$ cat src/rtl/accum_job_sched.sv
// accum_job_sched: round-robin two-requester scheduler driving the dual a/b step accumulator.
// Optional ACCUM_CHECK_EN adds the sticky err flag and the running-sum assertion.
module accum_job_sched #(
    parameter int W = 11
) (
    input  logic         clk,
    input  logic         rst,
    input  logic [1:0]   req,
    input  logic [W-1:0] req_n0,
    input  logic [W-1:0] req_n1,
    input  logic         sel,
    input  logic         abort,
    output logic [1:0]   gnt,
    output logic         busy,
    output logic [W-1:0] a,
    output logic [W-1:0] b,
    output logic [W-1:0] i,
    output logic [W-1:0] n,
    output logic         done,
    output logic         done_id,
    output logic         done_ok,
    output logic         err
);
    typedef enum logic [1:0] {IDLE, RUN, DONE} state_t;
    state_t state;
    logic last_win, aborted, win, ok;
    logic [W+1:0] sum_ab, tri_n;
    assign win = (&req) ? ~last_win : req[1];
    assign sum_ab = {2'b0, a} + {2'b0, b};
    assign tri_n = {2'b0, n} + {1'b0, n, 1'b0};
    assign ok = sum_ab == tri_n;
    // last_win doubles as the index of the job in flight
    always_ff @(posedge clk or negedge rst) begin
        if (!rst) begin
            state    <= IDLE;
            gnt      <= '0;
            busy     <= 1'b0;
            a        <= '0;
            b        <= '0;
            i        <= '0;
            n        <= '0;
            done     <= 1'b0;
            done_id  <= 1'b0;
            done_ok  <= 1'b0;
            last_win <= 1'b1;
            aborted  <= 1'b0;
        end else begin
            gnt  <= '0;
            done <= 1'b0;
            case (state)
                IDLE: if (|req) begin
                    gnt      <= win ? 2'b10 : 2'b01;
                    n        <= win ? req_n1 : req_n0;
                    a        <= '0;
                    b        <= '0;
                    i        <= '0;
                    last_win <= win;
                    aborted  <= 1'b0;
                    busy     <= 1'b1;
                    state    <= RUN;
                end
                RUN: if (abort) begin
                    aborted <= 1'b1;
                    state   <= DONE;
                end else if (i == n) begin
                    state <= DONE;
                end else begin
                    i <= i + W'(1);
                    a <= a + (sel ? W'(1) : W'(2));
                    b <= b + (sel ? W'(2) : W'(1));
                end
                DONE: begin
                    done    <= 1'b1;
                    done_id <= last_win;
                    done_ok <= ok && !aborted;
                    busy    <= 1'b0;
                    state   <= IDLE;
                end
                default: state <= IDLE;
            endcase
        end
    end
`ifdef ACCUM_CHECK_EN
    always_ff @(posedge clk or negedge rst) begin
        if (!rst) err <= 1'b0;
        else if (state == DONE && !ok && !aborted) err <= 1'b1;
    end
    logic [W+1:0] tri_i;
    assign tri_i = {2'b0, i} + {1'b0, i, 1'b0};
    assert property (@(posedge clk) disable iff (!rst) (state != RUN) || (i > n) || (sum_ab == tri_i));
`else
    assign err = 1'b0;
`endif
endmodule

$ cat config.mk
export PLATFORM = sky130hd
export DESIGN_NAME = accum_job_sched
export DESIGN_NICKNAME = d
export VERILOG_FILES = /design/src/rtl/accum_job_sched.sv
export SDC_FILE = /design/constraint.sdc
export NUM_CORES = 1
export LEC_CHECK = 0
export ABC_AREA = 1
export ABC_CLOCK_PERIOD_IN_PS = 4110
export BUFFER_PORTS_ARGS = -buffer_cell sky130_fd_sc_hd__buf_2
export CELL_PAD_IN_SITES_DETAIL_PLACEMENT = 0
export CELL_PAD_IN_SITES_GLOBAL_PLACEMENT = 1
export CORE_MARGIN = 2
export CORE_UTILIZATION = 43
export DETAILED_ROUTE_END_ITERATION = 12
export PLACE_DENSITY = 0.91
export SETUP_SLACK_MARGIN = 0.05
export SYNTH_ARGS = -nofsm -noshare
export SYNTH_HDL_FRONTEND = slang
export SYNTH_SLANG_ARGS = --single-unit
$ cat constraint.sdc
create_clock -name clk -period 4.11 [get_ports clk]
set_clock_uncertainty 0.1 [all_clocks]
set_input_delay 0.411 -clock clk [delete_from_list [all_inputs] [get_ports clk]]
set_output_delay 0.411 -clock clk [all_outputs]
set_load 0.1 [all_outputs]
Word level (Yosys, flattened, before mapping) --
Cells that the tools add are included.
Storage, ports and cells: register bits after elaboration 54, input bits 28, output and inout port bits 51, logic and storage cells 66
Operators by class: add/subtract/negate cells 5, equality and inequality tests 9, muxes and demuxes 27, bitwise operators 1, reductions and logical operators 12
Operator list (count):
- two-way mux 11 bit | 8
- one-hot mux 11 bit (2 select lines) | 3
- adder 11 x 2 -> 11 bit | 2
- two-way mux 2 bit | 8
- adder 11 x 12 -> 13 bit | 1
- == test 12 x 13 -> 1 bit | 1
- adder 11 x 11 -> 12 bit | 1
- adder 11 x 1 -> 11 bit (second input constant) | 1
- == test 11 bit | 1
- != test 2 bit (second input constant) | 4
- AND reduction 2 bit | 4
- two-way mux 1 bit | 5
- one-hot mux 1 bit (2 select lines) | 2
- one-hot mux 2 bit (2 select lines) | 1
- AND reduction 4 bit | 1
- nonzero test 2 bit | 2
- != test 3 bit (second input constant) | 1
- AND reduction 3 bit | 1
- == test 2 x 1 -> 1 bit (second input constant) | 1
- == test 2 bit (second input constant) | 1
- zero test 2 bit | 1
- OR reduction 2 bit | 1
- logical AND 1 bit | 1
- zero test 1 bit | 1
- inverter 1 bit | 1

Logic depth before layout (Yosys ltp) --
depth after elaboration 5, depth in mapped cells 16, mapped depth without buffers 16

Worst setup path after synthesis --
No wires, ideal clock.
path type register -> register, start register n[0], end register done_ok, setup time 0.068 ns, arrival time 2.593 ns, data required time 3.942 ns, path slack 1.350 ns, stages on the path, launching flop included 17, buffers on the path 0, period minus slack after synthesis 2.760 ns, cell sequence dfrtp_1 ha_1 inv_1 fa_1 inv_1 nand2_1 nand2_1 nand2_1 nand2_1 nand2_1 nand2_1 nand2_1 nor2_1 nand3_1 nor2_1 nand3_1 nand2_1
On the way: longest elaborated chain between the ends 3
Ends and longest elaborated chain:
- from (decl) | line 18 | output logic [W-1:0] n,
- from (signal assigned) | line 53 | n <= win ? req_n1 : req_n0;
- adder 11 x 12 -> 13 bit | line 30 | assign tri_n = {2'b0, n} + {1'b0, n, 1'b0};
- == test 12 x 13 -> 1 bit | line 31 | assign ok = sum_ab == tri_n;
- logical AND 1 bit | line 75 | done_ok <= ok && !aborted;
- to (signal assigned) | line 75
- to (decl) | line 21 | output logic done_ok,
No other way between the ends. A chain may end at the register's enable or synchronous reset.

Worst setup path after layout --
start register state[1], end register a[7]
On the way: longest elaborated chain between the ends 3, elaborated cells between the ends (all ways) 8, classes of those cells eq/ne (4); mux (1); reduce/logical (3)
Ends and longest elaborated chain:
- from (decl) | line 25 | state_t state;
- from (signal assigned) | line 35 | state <= IDLE;
- from (signal assigned) | line 60 | state <= RUN;
- from (signal assigned) | line 64 | state <= DONE;
- == test 2 x 1 -> 1 bit / zero test 2 bit (equally long branches) | line 50 | case (state)
- != test 2 bit (no source line) / nonzero test 2 bit (equally long branches)
- AND reduction 4 bit (no source line)
- to (signal assigned) | line 69 | a <= a + (sel ? W'(1) : W'(2));
- to (decl) | line 15 | output logic [W-1:0] a,
Parallel ways exist; a longest one is shown, timed or not.

==> metrics.txt <==
status finished, final reports clean; pin count of the biggest net entering global routing 39; syn nets 786; main combinational cell family by area after synthesis simple AND/OR/NAND/NOR gates; worst skew pair latency 0.32 ns; CP endpoint a[7]; sequential share of power 21.9%; diode count 0; DRC 0; worst slew pin tran 0.9674 ns; Vias 4793; post-synthesis adder-cell area fraction 9.142%; routed len/inst 14.27 microns; Via density 5.121; Worst-path clk slew 0.10 ns; crit start category flip-flop; Crit Path Class flip-flop to flip-flop; worst-path fanout max 34; Initial Utilization 43.82%; top_reg_cell synth dfrtp_1; WP data arrival 2.83 ns; placer congestion estimate 0.8471; Die ar. 11800 sq um; count of different cell masters after synthesis 29; synthesis-to-finish area growth 12.86%; DIE HEIGHT 108.6 microns; number of global-route vias before repair 4529; Rows 38; first-pass GRT wire length 22.19 mm; Global Route Usage Sum 23.76%; RSZ-0062 raised after global routing false; multiplexer area fraction after synthesis 0%; Logic pwr share 66.9%; register area share after synthesis 28.73%; Reg-to-Reg End a[7]; flop2flop setup slack 1.43 ns; IO Port Bufs 77; FF+latch count, synth 54; YS warnings 0; first-iteration detailed-routing DRC count 222; Peak Freq 372.8 MHz; Leak Pwr 2.995 nW; P_sw 2.413 mW; Worst Hold Class primary input to flip-flop; H-Tree Depth 2; Mean Syn Cell Area 6.485 sq um; Worst VDD drop 0.0003802 V; drt first pass iters 5; Compound-Gate Fraction of Synth Area 4.172%; total gr overflow 0; Finish-stage setup viols 0; # IOs 79; Cells after Synth 726; total negative slack 0 ns; Switching Fraction 60.22%; total CTS buffers 5; post-route ant nets 0; CTS root buffer clkbuf_8; die width 108.6 microns; Worst Reg2Reg Path Length in Cells 7; PwrDens 754.2 nW/um^2; # Post-CTS Setup Buffers 0; Clock power frac 11.2%; TritonCTS Sinks 54; Int Pwr 1.594 mW; RR Startpoint state[1]; max-slew violations 0; Post-synth EDFFs 0; final core utilization 49.45%; crit end category flip-flop; CTS tree yes; MaxCap Viol Count 0; Core Region 10750 sq um; share of layout cells above drive strength 1 11.93%; final hold vios 0; Critical Path Start state[1]; CP required 4.26 ns; max_slew headroom 35.35%; drt total wl 13.36 mm; minimum clock period 2.683 ns; xor and xnor area share after synthesis 7.255%; # fillers 1144; initial antenna violation count 0; Post-synth ARST share 100.0%; Mapped Area 4708 sq um; Tcrit/Tclk final 65.27%; simple-gate area share of the yosys netlist 41.16%; Nets 855; CTS Buffer Depth 2; HPWL Detailed 10.31 mm
registers in the layout, indices dropped and copies added (netlist names):
| name | count |
|---|---|
| a | 11 |
| aborted | 1 |
| b | 11 |
| busy | 1 |
| done | 1 |
| done_id | 1 |
| done_ok | 1 |
| gnt | 2 |
| i | 11 |
| last_win | 1 |
| n | 11 |
| state | 2 |
worst max-delay path, cell delays in order (launching register included):
cell and delay, ns:
dfrtp_1 0.39, inv_1 0.09, nand2_1 0.56, nor2_1 0.58, nand2_4 0.31, nand2_4 0.38
nand2_1 0.11, nand2_1 0.08
worst min-delay path by stage:
stage                      end  slack [ns]      start  cells past startpoint
final                     n[3]        0.21  req_n0[3]                      3
after global placement    n[5]        0.25        rst                      1
after detailed placement  n[6]        0.25        rst                      1
after CTS                 n[3]        0.20  req_n0[3]                      3
after floorplan           a[0]        0.02        rst                      0
after global routing      n[3]        0.21  req_n0[3]                      3
cells by family after synthesis:
kind of cell / after synthesis
AOI/OAI and AO/OA: 34
adders and majority gates: 32
and+or+nand+nor: 462
DFF: 54
xor gates and xnor gates: 39
other: 1
buffers and inverters: 104
cells in the final DEF, fill, tap and decap left out, drive strengths merged, types with 6 or more instances in the layout:
cell and instances:
nand3 83, xnor2 11, nor2 74, ha 28, a21oi 11, inv 86, clkbuf 6, nor3 10
buf 79, nand4 16, nand2 272, o21ai 16, dfrtp 53, xor2 28
through the flow:
stage	worst slack [ns]	instance area [sq um]	total power, mW	hold slack [ns]	instances
2_1_floorplan	1.350	4708	3.044	0.01541	726
3_3_place_gp	1.553	5161	3.516	0.2454	927
3_5_place_dp	1.449	5161	3.566	0.2493	927
4_1_cts	1.424	5314	4.021	0.1995	936
5_1_grt	1.171	5314	4.351	0.2058	936
6_report	1.427	5314	4.008	0.2075	936
synthesized netlist by cell type, drive strengths merged (2+ instances only):
library cell  count  area [sq um]
inv              86         322.8
o21ai            16         91.34
nor3             10         50.05
clkbuf            8         30.03
ha               28         350.3
o22ai             2         12.51
dfrtp            53          1326
nand3b            3         22.52
a21oi            11         55.05
buf              10         92.58
nor4              4         31.28
nor2             74         277.8
nand2           272          1036
xor2             28         245.2
o211ai            3         22.52
fa                4         80.08
xnor2            11         96.34
o21bai            2         15.01
nand4            16         100.1
nand3            83         420.4
power by group through the flow:
stage,Clock (mW),Sequential [mW],Combinational (mW)
5_1_grt,0.484,0.901,2.97
6_report,0.451,0.877,2.68
4_1_cts,0.457,0.877,2.69
3_3_place_gp,0,0.882,2.63
2_1_floorplan,0,1.56,1.48
3_5_place_dp,0,0.887,2.68
metal layers:
layer	wire [microns]	global-route usage, %	vias to the layer above
met5	0	0	-
met4	173	5.495	0
met3	626	2.750	16
met2	6502	39.46	113
met1	6055	33.23	2235
li1	-	-	2429
cell type report:
type,count,area [sq um],area share [%]
Clock buffer,6,82.58,1.554
Clock inverter,2,60.06,1.130
Inverter,86,322.8,6.075
Multi-Input combinational cell,568,2910,54.77
Sequential cell,54,1353,25.45
Tap cell,140,175.2,3.296
Timing Repair Buffer,80,410.4,7.723
repair_timing:
| item | CTS | global route |
|---|---|---|
| gates resized for setup | 0 | 0 |
| hold endpoints to repair | 15 | 0 |
| hold buffers | 1 | 0 |
(Power assumes the default switching activity.)
